File: config.mk
export PLATFORM = sky130hd
export DESIGN_NAME = xosera_bus_host
export DESIGN_NICKNAME = d
export VERILOG_FILES = /design/src/rtl/xosera_bus_host.sv
export SDC_FILE = /design/constraint.sdc
export NUM_CORES = 1
export LEC_CHECK = 0
export CAP_MARGIN = 20
export CELL_PAD_IN_SITES_DETAIL_PLACEMENT = 1
export CELL_PAD_IN_SITES_GLOBAL_PLACEMENT = 1
export CORE_ASPECT_RATIO = 0.7
export CORE_MARGIN = 2
export CORE_UTILIZATION = 41
export CTS_CLUSTER_SIZE = 16
export DETAILED_ROUTE_END_ITERATION = 10
export PLACE_DENSITY_LB_ADDON = 0.1
export SLEW_MARGIN = 30
export SYNTH_ARGS = -nofsm -noshare
export SYNTH_HDL_FRONTEND = slang
export SYNTH_SLANG_ARGS = --single-unit
export TNS_END_PERCENT = 50
File: constraint.sdc
create_clock -name clk -period 4.8 [get_ports clk]
set_clock_uncertainty 0.2 [all_clocks]
set_input_delay 0.96 -clock clk [delete_from_list [all_inputs] [get_ports clk]]
set_output_delay 0.96 -clock clk [all_outputs]
set_load 0.005 [all_outputs]
File: src/rtl/xosera_bus_host.sv
// Host-side initiator for the Xosera 8-bit register bus. Each 16-bit request
// becomes up to two SETUP/STROBE/HOLD byte cycles, even byte first.
module xosera_bus_host #(
  parameter int unsigned SETUP_CYCLES  = 1,
  parameter int unsigned STROBE_CYCLES = 4,
  parameter int unsigned HOLD_CYCLES   = 1
) (
  input  logic        clk,
  input  logic        reset_n_i,
  input  logic        req_valid_i,
  output logic        req_ready_o,
  input  logic        req_write_i,
  input  logic [3:0]  req_reg_i,
  input  logic [1:0]  req_mask_i,
  input  logic [15:0] req_wdata_i,
  output logic        rsp_valid_o,
  output logic [15:0] rsp_rdata_o,
  output logic        busy_o,
  output logic        bus_cs_n_o,
  output logic        bus_rd_nwr_o,
  output logic        bus_bytesel_o,
  output logic [3:0]  bus_reg_num_o,
  output logic [7:0]  bus_data_o,
  output logic        bus_data_oe_o,
  input  logic [7:0]  bus_data_i
);

  typedef enum logic [2:0] {IDLE, SETUP, STROBE, HOLD, DONE} state_t;

  localparam logic [3:0] SETUP_LD  = 4'(SETUP_CYCLES - 1);
  localparam logic [3:0] STROBE_LD = 4'(STROBE_CYCLES - 1);
  localparam logic [3:0] HOLD_LD   = 4'(HOLD_CYCLES - 1);

  state_t      state;
  logic [3:0]  cnt;
  logic        wr_q;
  logic        odd_q;
  logic [1:0]  mask_q;
  logic [15:0] wdata_q;
  logic [15:0] rdata_q;

  assign req_ready_o = (state == IDLE) && reset_n_i;

  always_ff @(posedge clk) begin
    if (!reset_n_i) begin
      state         <= IDLE;
      cnt           <= '0;
      wr_q          <= 1'b0;
      odd_q         <= 1'b0;
      mask_q        <= '0;
      wdata_q       <= '0;
      rdata_q       <= '0;
      rsp_valid_o   <= 1'b0;
      rsp_rdata_o   <= '0;
      busy_o        <= 1'b0;
      bus_cs_n_o    <= 1'b1;
      bus_rd_nwr_o  <= 1'b1;
      bus_bytesel_o <= 1'b0;
      bus_reg_num_o <= '0;
      bus_data_o    <= '0;
      bus_data_oe_o <= 1'b0;
    end else begin
      rsp_valid_o <= 1'b0;
      case (state)
        IDLE: if (req_valid_i) begin
          wr_q    <= req_write_i;
          mask_q  <= req_mask_i;
          wdata_q <= req_wdata_i;
          rdata_q <= '0;
          busy_o  <= 1'b1;
          if (req_mask_i == 2'b00) begin
            state       <= DONE;
            rsp_valid_o <= 1'b1;
            rsp_rdata_o <= '0;
          end else begin
            // Bus fields are launched here so they are already stable in the first SETUP cycle.
            state         <= SETUP;
            cnt           <= SETUP_LD;
            odd_q         <= ~req_mask_i[1];
            bus_bytesel_o <= ~req_mask_i[1];
            bus_reg_num_o <= req_reg_i;
            bus_rd_nwr_o  <= ~req_write_i;
            bus_data_oe_o <= req_write_i;
            if (req_write_i)
              bus_data_o <= req_mask_i[1] ? req_wdata_i[15:8] : req_wdata_i[7:0];
          end
        end
        SETUP: if (cnt == '0) begin
          state      <= STROBE;
          cnt        <= STROBE_LD;
          bus_cs_n_o <= 1'b0;
        end else begin
          cnt <= cnt - 4'd1;
        end
        STROBE: if (cnt == '0) begin
          state      <= HOLD;
          cnt        <= HOLD_LD;
          bus_cs_n_o <= 1'b1;
          if (!wr_q) begin
            if (odd_q) rdata_q[7:0]  <= bus_data_i;
            else       rdata_q[15:8] <= bus_data_i;
          end
        end else begin
          cnt <= cnt - 4'd1;
        end
        HOLD: if (cnt == '0) begin
          if (!odd_q && mask_q[0]) begin
            state         <= SETUP;
            cnt           <= SETUP_LD;
            odd_q         <= 1'b1;
            bus_bytesel_o <= 1'b1;
            if (wr_q) bus_data_o <= wdata_q[7:0];
          end else begin
            state         <= DONE;
            bus_data_oe_o <= 1'b0;
            rsp_valid_o   <= 1'b1;
            rsp_rdata_o   <= rdata_q;
          end
        end else begin
          cnt <= cnt - 4'd1;
        end
        DONE: begin
          state  <= IDLE;
          busy_o <= 1'b0;
        end
        default: state <= IDLE;
      endcase
    end
  end

endmodule

# Word-level counts from Yosys, hierarchy flattened

Cells that the tools add are included.

Register bits: 67
Word-level logic and storage cells: 114

Add/subtract/negate cells: 1
Eq/ne operators: 18
Multiplexer cells: 53
Bitwise gates (word level): 3
Reduce and logical (&&, ||, !) cells: 23

Operator list:

| kind                                                | count |
|---|---|
| 2-to-1 mux 16 bit                                   | 7 |
| 2-to-1 mux 8 bit                                    | 9 |
| one-hot mux 16 bit (2 select lines)                 | 2 |
| AND reduction 5 bit                                 | 5 |
| 2-to-1 mux 4 bit                                    | 6 |
| inequality test 2 bit, second input constant        | 12 |
| 2-to-1 mux 3 bit                                    | 6 |
| one-hot mux 4 bit (4 select lines)                  | 1 |
| one-hot mux 8 bit (2 select lines)                  | 1 |
| 2-to-1 mux 1 bit                                    | 15 |
| one-hot mux 3 bit (4 select lines)                  | 1 |
| one-hot mux 1 bit (2 select lines)                  | 5 |
| AND reduction 4 bit                                 | 2 |
| nonzero test 2 bit                                  | 4 |
| AND reduction 7 bit                                 | 1 |
| equality test 3 x 2 -> 1 bit, second input constant | 2 |
| AND reduction 3 bit                                 | 2 |
| zero test 4 bit                                     | 1 |
| AND reduction 2 bit                                 | 2 |
| nonzero test 4 bit                                  | 1 |
| subtractor 4 x 1 -> 4 bit, second input constant    | 1 |
| equality test 3 x 1 -> 1 bit, second input constant | 1 |
| equality test 3 bit, second input constant          | 1 |
| zero test 3 bit                                     | 1 |
| other kinds (6)                                     | 9 |

# Depth between registers and ports, before layout

Depth after elaboration: 5
Mapped depth: 8
Mapped depth without buffers: 6

# Least setup slack after synthesis

OpenSTA, ideal clock, no wires.

Kind: input-to-output
Start point: input port reset_n_i
End point: output port req_ready_o
Arrival: 1.228 ns
Required time: 3.640 ns
Setup slack: 2.412 ns
Cell stages on the path: 2
Buffers on the path: 0
Cell sequence: nand2b_1 -> nor3_1

Longest elaborated chain between the ends: 1

RTL lines:

| element            | RTL line | source |
|---|---|---|
| start: declaration | 9        | `input logic reset_n_i,` |
| logical AND 1 bit  | 42       | `assign req_ready_o = (state == IDLE) && reset_n_i;` |
| end: declaration   | 11       | `output logic req_ready_o,` |

Every way passes these cells.

# Worst setup path in the final report

Start point: register state[1]
End point: register rsp_valid_o

Longest elaborated chain between the ends: 2

RTL lines:

| element                                                                | RTL line | source |
|---|---|---|
| start: declaration                                                     | 34       | `state_t state;` |
| start signal: assignment                                               | 46       | `state <= IDLE;` |
| start signal: assignment                                               | 72       | `state <= DONE;` |
| start signal: assignment                                               | 77       | `state <= SETUP;` |
| equality test 3 x 2 -> 1 bit / zero test 3 bit (equally long branches) | 64       | `case (state)` |
| one-hot mux 1 bit (2 select lines) (*)                                 | 64       |  |
| end signal: assignment                                                 | 53       | `rsp_valid_o <= 1'b0;` |
| end signal: assignment                                                 | 63       | `rsp_valid_o <= 1'b0;` |
| end signal: assignment                                                 | 73       | `rsp_valid_o <= 1'b1;` |
| end: declaration                                                       | 16       | `output logic rsp_valid_o,` |

Every way passes the cells marked *; elsewhere a longest branch is shown, timed or not.
A chain may end at the register's enable or synchronous reset.

==> results.txt <==
The flow ran to the end, and the final reports show no timing, DRC or antenna violations. The reported max-cap violation count is 0. The number of input and output port buffers inserted is 68. The post-synthesis adder-cell area fraction is 0.8227%. The number of hold violations in the final report is 0. The worst path uses 66.10% of the clock period. In this run the critical register-to-register path is launched from state[1]. The number of standard-cell rows in the floorplan came out at 26. The post-CTS setup-driven buffer insertion count is 0. The total core area is 7254 sq um.

The mean instance size in the synthesized netlist is 9.476 sq um. The total number of nets in the final design came out at 413. The number of max-slew violations in the final report is 0. The total global routing overflow is 0. Derived from the worst setup path, the maximum achievable clock frequency is 0.3152 GHz. Entering global routing, the biggest net connects 78 pins.

The post-layout minimum cycle time came out at 3173 ps. By instance count, the leading cell after synthesis is dfxtp_1. The cell count after synthesis came out at 321. Summing the areas of all and, or, nand and nor instances in the mapped netlist gives 19.21% of the synthesized area. After Yosys synthesis, XOR and XNOR cells account for 0.5759% of the synthesized area.

The total wirelength of the detailed-routed design came out at 7732 um. The power per cell area came out at 505.0 nW/um^2. The total of cells resized after clock tree synthesis is 0. The standby leakage power came out at 1.453 nW. Among all flip-flop cells after synthesis, the most frequent one is dfxtp_1. The tree is rooted in a clkbuf_8.

At the end of routability-driven placement, the weighted congestion stood at 0.8439. The most critical setup path has its startpoint at state[1]. The power share of the sequential group is 37.7%. The routed layout has 2591 vias.

After detailed routing, the number of remaining DRC violations is 0. The path depth of the worst reg2reg path came out at 4. The switching power came out at 744.1 uW.

The starting DRC count in detailed routing is 101. The post-route standard cell area excluding fillers came out at 3885 sq um. The initial antenna violation count came out at 0. Counting flops with an async set or reset pin after synthesis yields a share of 0%. The number of synthesized flops with an enable pin is 0.

The internal power of the cells totals 1.218 mW. The worst hold path was traced through 2 stages. The post-route netlist has 7.330% of its cells at a drive strength greater than 1.

The initial core utilization came out at 41.93%. The net count after synthesis came out at 357. The largest buffer count on any clock path is 2. Summed over all nets, the half-perimeter wirelength after detailed placement is 5237 um. The worst-case IR drop observed on VDD is 243.9 uV. At the pin with the least slew margin, the transition time is 761.8 ps.

The level count of the clock H-tree came out at 3. The switching part of the total power came out at 37.92%. The arrival time at the worst endpoint came out at 3230 ps. The clock tree from TritonCTS is yes. The number of global-route vias before repair came out at 2675. The die covers 8135 sq um.

The final core utilization is 53.55%. The largest total area in the synthesized netlist belongs to dfxtp_1. The worst register-to-register path has a setup slack of 1630 ps. The number of distinct library cells after synthesis came out at 46. The critical path is of the flip-flop to flip-flop type. The average vias per placed instance is 5.398. The number of buffers added by the clock tree synthesis step came out at 9. The worst setup path is launched from a flip-flop.

The reg-to-reg critical path endpoint is rsp_valid_o. The summed instance area of the synthesized netlist came out at 3042 sq um. The post-detailed-placement cell area came out at 3684 sq um. Setup repair after global routing left no endpoint under its margin. The synthesized netlist devotes 17.36% of its cell area to compound gates. The tightest hold path in the finished design has a slack of 259.3 ps. Measured against its own limit, the worst slew margin works out to 49.10%. The residual antenna-violating net count after detailed routing came out at 0. The detailed-routing iteration count for the pre-antenna-repair pass came out at 4. The antenna cell count came out at 0. The hold path startpoint is rsp_rdata_o[12]. The first global-routing pass estimated 13230 um of wire. The required time of the critical path came out at 4860 ps. 69 I/O pins were placed. The number of synthesis warnings came out at 0.

The critical path capture point type is a flip-flop. In the post-synthesis netlist, the biggest area contributors are dfxtp_1, mux2i_1, nand2_1. The most critical setup path has its endpoint at rsp_valid_o. The fraction of synthesized area in multiplexers is 11.85%. In the final timing run, aggregate negative setup slack is 0 ps.

The die span in y came out at 76.07 um. Counting every sink on the clock net gives 67. After clock tree synthesis, the clock-pin slew on the worst setup and hold paths is 80 ps. The share of power burned in the clock network is 24.4%. The worst hold path belongs to the class flip-flop to flip-flop. The portion of the post-synthesis area used by sequential elements is 44.10%. The number of hold buffers added after CTS came out at 0. The synthesized flop and latch total came out at 67. The die span in x is 106.9 um. The commonest cells after synthesis are dfxtp_1, nand2_1, mux2i_1, a32o_1, nand3_1.

The combinational family with the most area after synthesis is simple AND/OR/NAND/NOR gates. The combinational group share of total power is 38.0%. The fraction of post-synthesis cell area in the top cell type by area is 44.10%.

Along the worst path, the maximum fanout reaches 19. The total of endpoints with negative setup slack in the final report came out at 0. The clock reaches the later pin of the worst-skew pair after 350 ps. Dividing the detail-routed wire length by the instance count gives 16.11 um. The overall fraction of global-route tracks in use came out at 20.28%. From synthesis to final layout, the design area changed by 27.73%.
-- per-stage QoR --
stage               worst slack [ps]  instances  power [mW]
floorplan                       2412        321       1.287
finish                          1627        480       1.962
detailed placement              1332        464       1.494
CTS                             1635        480       1.977
global route                    1357        480       2.104
global placement                1419        464       1.470
-- layer usage --
layer	GRT usage (%)	part of all wire, %	wire length (um)	vias to the layer above
li1	-	-	-	1261
met1	27.25	49	3785	1268
met2	32.29	46	3578	56
met3	4.790	4.1	314	6
met4	6.364	0.70	54	0
met5	0	0	0	-
-- registers in the layout, indices dropped and copies added, names as in the netlist, 3 cells and up --
signal         flops
rsp_rdata_o       16
bus_data_o         8
rdata_q           16
bus_reg_num_o      4
cnt                4
state              3
wdata_q            8
-- power by group through the flow --
| stage | Combinational, mW | Sequential, mW | Clock (mW) |
|---|---|---|---|
| 3_5_place_dp | 0.744 | 0.750 | 0 |
| 3_3_place_gp | 0.723 | 0.747 | 0 |
| 2_1_floorplan | 0.588 | 0.700 | 0 |
| 6_report | 0.745 | 0.739 | 0.478 |
| 5_1_grt | 0.830 | 0.755 | 0.518 |
| 4_1_cts | 0.749 | 0.738 | 0.490 |
-- worst min path at each step --
stage                                 end  slack (ps)
after global routing       rsp_rdata_o[8]         280
after detailed placement  rsp_rdata_o[12]         250
after global placement     rsp_rdata_o[4]         240
final                     rsp_rdata_o[12]         260
after CTS                 rsp_rdata_o[12]         260
after floorplan                rdata_q[0]         240
-- cell usage in the layout, fill, tap and decap left out, types with 3 or more instances in the layout --
cell type,n
dfxtp_1,67
inv_1,3
a211oi_1,4
nor2_1,8
o211ai_1,10
nand2_1,62
clkinv_4,3
a21boi_0,11
nand3_1,16
a21oi_1,7
nand3b_1,3
clkdlybuf4s50_1,67
mux2i_1,36
nor2b_1,5
o31ai_1,4
o21a_1,3
nor3_1,8
nor3b_1,3
a32o_1,16
clkbuf_8,9
-- cell type report --
class,count,area [sq um]
fillers,820,3369
multi-input cells,226,1518
flip-flops and latches,67,1341
repair buffers,70,690.7
clock buffers,9,123.9
well taps,98,122.6
clock inverters,7,77.57
inverters,3,11.26
-- cell families (layout without fill, tap and decap cells) --
kind of cell             after synthesis  after routing
buffers and inverters                 28             89
XOR/XNOR                               2              2
AO/OA/AOI/OAI                         66             66
flip-flops                            67             67
AND/OR/NAND/NOR                      120            120
adder cells (fa/ha/maj)                2              2
multiplexers                          36             36
-- critical path: stages (launching register included) --
cell and delay (ps):
dfxtp_1 720, nand3b_1 670, or3_4 600, a21oi_4 640, nor3b_1 260
Power figures use the tool's default switching activity.
